===== src/rtl/apb_master_ctrl.sv =====
// apb_master_ctrl: APB4 requester turning a valid/ready command stream (cmd_*) into APB transfers (p*) with one registered response (rsp_*) per command; clock pclk, async active-low reset preset
module apb_master_ctrl #(
  parameter int ADDR_W = 32,
  parameter int DATA_W = 32,
  parameter int TIMEOUT = 16,
  parameter logic [2:0] PROT = 3'b000
)(
  input  logic                pclk,
  input  logic                preset,
  input  logic                cmd_valid,
  output logic                cmd_ready,
  input  logic                cmd_write,
  input  logic [ADDR_W-1:0]   cmd_addr,
  input  logic [DATA_W-1:0]   cmd_wdata,
  input  logic [DATA_W/8-1:0] cmd_strb,
  output logic                rsp_valid,
  output logic [DATA_W-1:0]   rsp_rdata,
  output logic                rsp_err,
  output logic                rsp_timeout,
  output logic                psel,
  output logic                penable,
  output logic [ADDR_W-1:0]   paddr,
  output logic                pwrite,
  output logic [DATA_W-1:0]   pwdata,
  output logic [DATA_W/8-1:0] pstrb,
  output logic [2:0]          pprot,
  input  logic [DATA_W-1:0]   prdata,
  input  logic                pready,
  input  logic                pslverr
);
  localparam int CW = (TIMEOUT > 0) ? $clog2(TIMEOUT + 1) : 1;
  typedef enum logic [1:0] {IDLE, SETUP, ACCESS} state_t;
  state_t state, state_nx;
  logic [CW-1:0] cnt;
  logic done, abort, accept;
  assign pprot = PROT;
  always_comb begin
    done = state == ACCESS && pready;
    abort = state == ACCESS && !pready && TIMEOUT != 0 && cnt == CW'(TIMEOUT - 1);
    cmd_ready = state == IDLE || done || abort;
    accept = cmd_valid && cmd_ready;
    state_nx = accept ? SETUP : state == SETUP ? ACCESS : (done || abort) ? IDLE : state;
    psel = state != IDLE;
    penable = state == ACCESS;
  end
  always_ff @(posedge pclk or negedge preset) begin
    if (!preset) begin
      state <= IDLE;
      cnt <= '0;
      paddr <= '0;
      pwrite <= 1'b0;
      pwdata <= '0;
      pstrb <= '0;
      rsp_valid <= 1'b0;
      rsp_rdata <= '0;
      rsp_err <= 1'b0;
      rsp_timeout <= 1'b0;
    end else begin
      state <= state_nx;
      cnt <= state == SETUP ? '0 : (state == ACCESS && !pready && cnt != '1) ? cnt + 1'b1 : cnt;
      if (accept) begin
        paddr <= cmd_addr;
        pwrite <= cmd_write;
        pwdata <= cmd_write ? cmd_wdata : '0;
        pstrb <= cmd_write ? cmd_strb : '0;
      end
      rsp_valid <= done || abort;
      rsp_rdata <= (done && !pwrite) ? prdata : '0;
      rsp_err <= done ? pslverr : abort;
      rsp_timeout <= abort;
    end
  end
endmodule


===== config.mk =====
export PLATFORM = sky130hd
export DESIGN_NAME = apb_master_ctrl
export DESIGN_NICKNAME = d
export VERILOG_FILES = /design/src/rtl/apb_master_ctrl.sv
export SDC_FILE = /design/constraint.sdc
export NUM_CORES = 1
export LEC_CHECK = 0
export BUFFER_PORTS_ARGS = -buffer_cell sky130_fd_sc_hd__buf_2
export CORE_ASPECT_RATIO = 2
export CORE_MARGIN = 4
export CORE_UTILIZATION = 25
export CTS_BUF_LIST = sky130_fd_sc_hd__clkbuf_8 sky130_fd_sc_hd__clkbuf_16
export DETAILED_ROUTE_END_ITERATION = 8
export PLACE_DENSITY = 0.52
export SYNTH_ARGS = -nofsm -noshare
export SYNTH_HDL_FRONTEND = slang
export SYNTH_SLANG_ARGS = --single-unit

===== constraint.sdc =====
create_clock -name pclk -period 2.1 [get_ports pclk]
set_clock_uncertainty 0.1 [all_clocks]
set_input_delay 0.21 -clock pclk [delete_from_list [all_inputs] [get_ports pclk]]
set_output_delay 0.21 -clock pclk [all_outputs]
set_load 0.03 [all_outputs]

Word-level counts from Yosys, hierarchy flattened
Index checks and enable logic that the tools add are counted.

storage, ports and cells
  register bits = 111
  input bits = 106
  output and inout port bits = 110
  word-level logic and storage cells = 39

operators by class
  add/sub/neg operators = 1
  equality and inequality tests = 4
  multiplexer cells = 9
  reductions and logical operators = 15

operators by type and width
  kind                   number
  $mux W32               2
  $mux W5                2
  $logic_and A1 B1 Y1    6
  $mux W2                3
  $add A5 B1 Y5 const B  1
  $eq A5 B4 Y1 const B   1
  $ne A5 B5 Y1 const B   1
  $mux W4                1
  $reduce_bool A2 Y1     2
  $logic_or A1 B1 Y1     3
  $reduce_bool A3 Y1     1
  $eq A2 B1 Y1 const B   1
  $eq A2 B2 Y1 const B   1
  $logic_not A1 Y1       2
  $logic_not A2 Y1       1
  $mux W1                1

Logic depth before layout (Yosys ltp)
  depth after elaboration = 7
  mapped depth = 9
  mapped depth without buffers = 6

Least setup slack after synthesis
Ideal clock, no wire load.

  kind = register to register
  start point = register cnt[0]
  end point = register pwdata[10]
  library setup time = 0.130 ns
  data arrival time = 1.933 ns
  required time = 1.870 ns
  slack = -0.063 ns
  cell stages (with the launch flop) = 9
  path buffers = 2
  period minus slack after synthesis = 2.163 ns
  cell sequence = dfrtp_1 > ha_1 > and3_1 > ha_1 > nor2_1 > a21o_1 > clkbuf_1 > buf_1 > o2bb2ai_1

between the ends
  word-level cells in the longest chain between the ends = 4

ends and longest elaborated chain
  what                    line  source
  from (decl)             34    logic [CW-1:0] cnt;
  from (signal assigned)  60    cnt <= state == SETUP ? '0 : (state == ACCESS && !pready && cnt != '1) ? cnt + 1'b1 : cnt;
  $eq A5 B4 Y1            39    abort = state == ACCESS && !pready && TIMEOUT != 0 && cnt == CW'(TIMEOUT - 1);
  $logic_and A1 B1 Y1     39
  $logic_or A1 B1 Y1      40    cmd_ready = state == IDLE || done || abort;
  $logic_and A1 B1 Y1     41    accept = cmd_valid && cmd_ready;
  to (signal assigned)    64    pwdata <= cmd_write ? cmd_wdata : '0;
  to (decl)               24    output logic [DATA_W-1:0] pwdata,

Every way passes these cells.
A chain may end at the register's enable or synchronous reset.

Worst setup path after layout
  start point = register cnt[0]
  end point = register paddr[25]

between the ends
  word-level cells in the longest chain between the ends = 4

ends and longest elaborated chain
  what                  line  source
  $eq A5 B4 Y1          39
  $logic_and A1 B1 Y1   39
  $logic_or A1 B1 Y1    40
  $logic_and A1 B1 Y1   41
  to (signal assigned)  62    paddr <= cmd_addr;
  to (decl)             22    output logic [ADDR_W-1:0] paddr,

Every way passes these cells.

==> results.md <==
Clock network:
- The number of buffers added by the clock tree synthesis step is 9.
- The clock latency at the later pin of the worst-skew pair is 0.35 ns.
- The clock sink total is 111.
- The clock slew seen by the registers of the worst setup and hold paths is 0.08 ns.
- TritonCTS built the clock tree.
- The cell at the root of the clock tree is clkbuf_16.
- Counting along the longest clock path gives a buffer depth of 2.
- The number of H-tree levels is 3.

Timing:
- Setup violations remaining at the end of the flow were counted as 52.
- For the pin with the worst max-slew slack, the measured transition is 0.6716 ns.
- The total count of hold-check failures in the final report is 0.
- The aggregate negative setup slack is -1.485 ns.
- Setup repair after global routing could not meet its margin everywhere.
- The minimum period implied by the final worst setup slack is 2.161 ns.
- The maximum clock rate is 0.4628 GHz.
- The max-slew violation total from the final report was 0.
- The worst pin sits at a relative slew slack of 55.23%.
- The share of the clock period used by the worst path is 102.9%.
- Once routing completed, OpenROAD measured the worst setup slack at -0.06093 ns.

Global route:
- The initial antenna violation count is 1.
- The first global-routing pass estimated 19.75 mm of wire.
- Global routing used 12.67% of the available tracks across all layers.
- The largest net degree at the start of global routing is 60.
- The leftover overflow at the end of global routing is 0.
- The via count of the first global-routing pass is 3978.

Floorplanning:
- Once the floorplan was initialized, standard cells occupied 25.48% of the core.
- Pin placement for this block handled 216 I/O pins.
- The overall die area is 0.01992 mm^2.
- In this run the vertical extent of the chip is 195.6 um.
- The die is 101.8 um wide.
- The floorplan has 68 rows.
- The region available for standard cell placement spans 0.01727 mm^2.

Detailed routing:
- The per-cell via count in the routed design is 4.422.
- The total DRC errors in the routed layout is 0.
- The detail-routed net length per standard cell is 16.82 um.
- In this run the remaining antenna-violating nets after routing total 0.
- The detailed router placed 3675 vias in this run.
- The detailed router's first-iteration violation count is 78.
- The number of optimization iterations in the first detailed-route pass is 4.
- The total wire length is 13.98 mm.

Power:
- The combinational group share of total power is 49.3%.
- Per report_power, the sequential group accounts for 33.4% of the total.
- In this run the power density over the cells is 1410 mW/mm^2.
- The switching share of total power is 41.79%.
- The maximum VDD drop is 0.5548 mV.
- The net switching power is 0.004277 W.
- Cell internal power was estimated by the tool at 0.005958 W.
- The static leakage power is 3.696 nW.
- The clock network burns 17.3% of the power.

Cells and area:
- The filler cell count in the final layout is 1631.
- The final layout contains 724 nets.
- The synthesis-to-layout area growth is 64.97%.
- At the end of the flow the core is filled with cells to 42.03%.
- The fraction of final layout cells with drive strength greater than 1 is 52.90%.
- The area of all placed cells without fillers is 0.007259 mm^2.

Flow run:
- The max-capacitance violation count is 0.

Setup path:
- The worst setup path is launched from a flop.
- Traced cell by cell, the critical path runs through ha_2, and3_4, ha_4, nor2_4, buf_6, a211o_4, buf_12, mux2_4.
- Tracing the worst setup path back leads to its startpoint at cnt[0]$_DFFE_PN0P_.
- Across all register-to-register paths, the minimum setup slack is -0.06 ns.
- The worst setup path is captured at a flop.
- The required time of the critical path is 2.23 ns.
- For this run, the slowest stage of the critical path takes 0.39 ns.
- The cell depth of the worst flop-to-flop path is 8.
- The endpoint of the worst register-to-register path is paddr[25]$_DFFE_PN0P_.
- The critical path in this run is classified as reg -> reg.
- The startpoint identified for the worst register-to-register timing path is cnt[0]$_DFFE_PN0P_.
- The maximum fanout along the worst path is 16.
- The master of the slowest instance on the critical path is a211o_4.
- The critical path endpoint is paddr[25]$_DFFE_PN0P_.
- The data arrival time of the worst path is 2.30 ns.

Min path:
- The worst min-delay path class is in -> reg.

Logic synthesis:
- The share of the synthesized area in the top cell type is 63.12%.
- By instance count, the leading cell after synthesis is dfrtp_1.
- In this run, synthesis inferred 0 flip-flops with an integrated enable.
- Counting instances in the post-synthesis netlist gives the leading cell types as dfrtp_1, nand3_1, o2bb2ai_1.
- The cell accounting for the most synthesized area is dfrtp_1.
- The most used flip-flop cell after synthesis is dfrtp_1.
- The share of the yosys chip area belonging to registers is 63.12%.
- The mean instance size in the synthesized netlist is 13.75 um^2.
- The total number of yosys warnings is 0.
- The number of storage elements in the synthesis netlist is 111.
- Counting flops with an async set or reset pin after synthesis yields a share of 100.0%.
- Counting every instance in the synthesized netlist gives 320.
- The mapped netlist covers 0.004400 mm^2.
- The netlist uses 33 different library cells.
- In the post-synthesis netlist, the biggest area contributors are dfrtp_1, mux2_4, o2bb2ai_1.

Placement:
- The final weighted congestion in routability-driven placement is 0.7460.
- The count of buffers inserted at the top-level ports is 212.
- Once detailed placement completed, the half-perimeter wirelength came to 9.220 mm.
- The area of placed instances is 0.005782 mm^2.

Outcome:
- The final reports fail on setup timing.
- The run finished, with violations left.
-- power groups by stage --
stage / registers, W / clock network [W] / logic (W)
finish: 0.00342 / 0.00177 / 0.00505
global route: 0.00351 / 0.00191 / 0.00532
CTS: 0.00336 / 0.00185 / 0.00451
detailed placement: 0.00337 / 0 / 0.00437
global placement: 0.00338 / 0 / 0.00430
floorplan: 0.00482 / 0 / 0.00147
-- final cells by class --
type	count	area, um^2	share of cell area (%)
clock buffers	9	225.2	3.102
diodes	1	2.502	0.03447
multi-input cells	178	1718	23.66
inverters	5	18.77	0.2585
flip-flops and latches	111	2778	38.26
repair buffers	310	2177	29.99
clock inverters	7	77.57	1.069
well taps	210	262.8	3.619
-- what timing repair did --
item                                    4_1_cts  5_1_grt
endpoints found under the setup margin        4       70
pin swaps                                     3        2
cloned                                        0        9
hold endpoints to repair                     90        0
buffers inserted                              3        2
gates resized for setup                       5       41
hold buffers                                 66        0
-- state kept, by name, summed over array words and instances, names as in the netlist --
name and cells:
paddr 32, pwdata 32, rsp_rdata 32, cnt 5, pstrb 4, state 2
pwrite 1, rsp_err 1, rsp_timeout 1, rsp_valid 1
-- per-stage QoR --
step	std cells	hold slack (ns)	worst slack [ns]	power, W
6_report	831	0.01540	-0.06093	0.01024
5_1_grt	830	0.006137	-0.1138	0.01075
4_1_cts	819	0.0002185	-0.04567	0.009716
3_5_place_dp	734	0.06748	0.006890	0.007737
3_3_place_gp	734	0.06004	0.03033	0.007675
2_1_floorplan	322	-0.1856	0.01680	0.006286
-- metal layers --
metal,wire (um),track usage [%],vias up,share of wire [%]
met4,286,5.645,0,2.0
li1,-,-,1710,-
met3,805,3.039,17,5.8
met2,7937,23.35,133,57
met5,0,0,-,0
met1,4950,13.16,1815,35
-- worst max-delay path, delay by kind of cell, from the launching register on --
kind / cells / cell delay (ns)
compound gates: 1 / 0.39
fa+ha+maj: 2 / 0.33
buf+inv: 2 / 0.30
flops: 1 / 0.37
mux: 1 / 0.30
simple gates: 2 / 0.25
-- cell families (layout without fill, tap and decap cells) --
| kind of cell | count (synthesis) | in the layout | synth area share [%] |
|---|---|---|---|
| AO/OA/AOI/OAI | 50 | 50 | 9.582 |
| adder cells (fa/ha/maj) | 3 | 3 | 0.8531 |
| buffers and inverters | 33 | 331 | 4.094 |
| flip-flops | 111 | 111 | 63.12 |
| multiplexers | 33 | 33 | 11.00 |
| other | 1 | 4 | 0.08522 |
| AND/OR/NAND/NOR | 89 | 89 | 11.26 |
-- worst min-delay path by stage --
| stage | start | to | slack [ns] | cells after the start |
|---|---|---|---|---|
| floorplan | preset | cnt[0]$_DFFE_PN0P_ | -0.19 | 0 |
| global placement | preset | pwdata[24]$_DFFE_PN0P_ | 0.06 | 1 |
| detailed placement | preset | pwdata[24]$_DFFE_PN0P_ | 0.07 | 1 |
| CTS | pslverr | rsp_err$_DFF_PN0_ | 0.0002 | 3 |
| global route | pslverr | rsp_err$_DFF_PN0_ | 0.006 | 3 |
| finish | pslverr | rsp_err$_DFF_PN0_ | 0.02 | 3 |
-- cells in the final DEF (no fill, tap or decap), drive strengths merged, types with 2 or more instances in the layout --
| cell type | instances |
|---|---|
| buf | 238 |
| dfrtp | 111 |
| dlygate4sd3 | 66 |
| nand3 | 38 |
| o2bb2ai | 36 |
| mux2 | 33 |
| and2 | 32 |
| clkbuf | 15 |
| inv | 8 |
| nand2 | 5 |
| nor2 | 4 |
| nand2b | 3 |
| a22o | 3 |
| conb | 3 |
| ha | 3 |
| a21o | 2 |
| a21oi | 2 |
| nor4 | 2 |
| or2 | 2 |
| clkinv | 2 |
Note: power is estimated with default switching activity, not from simulation.
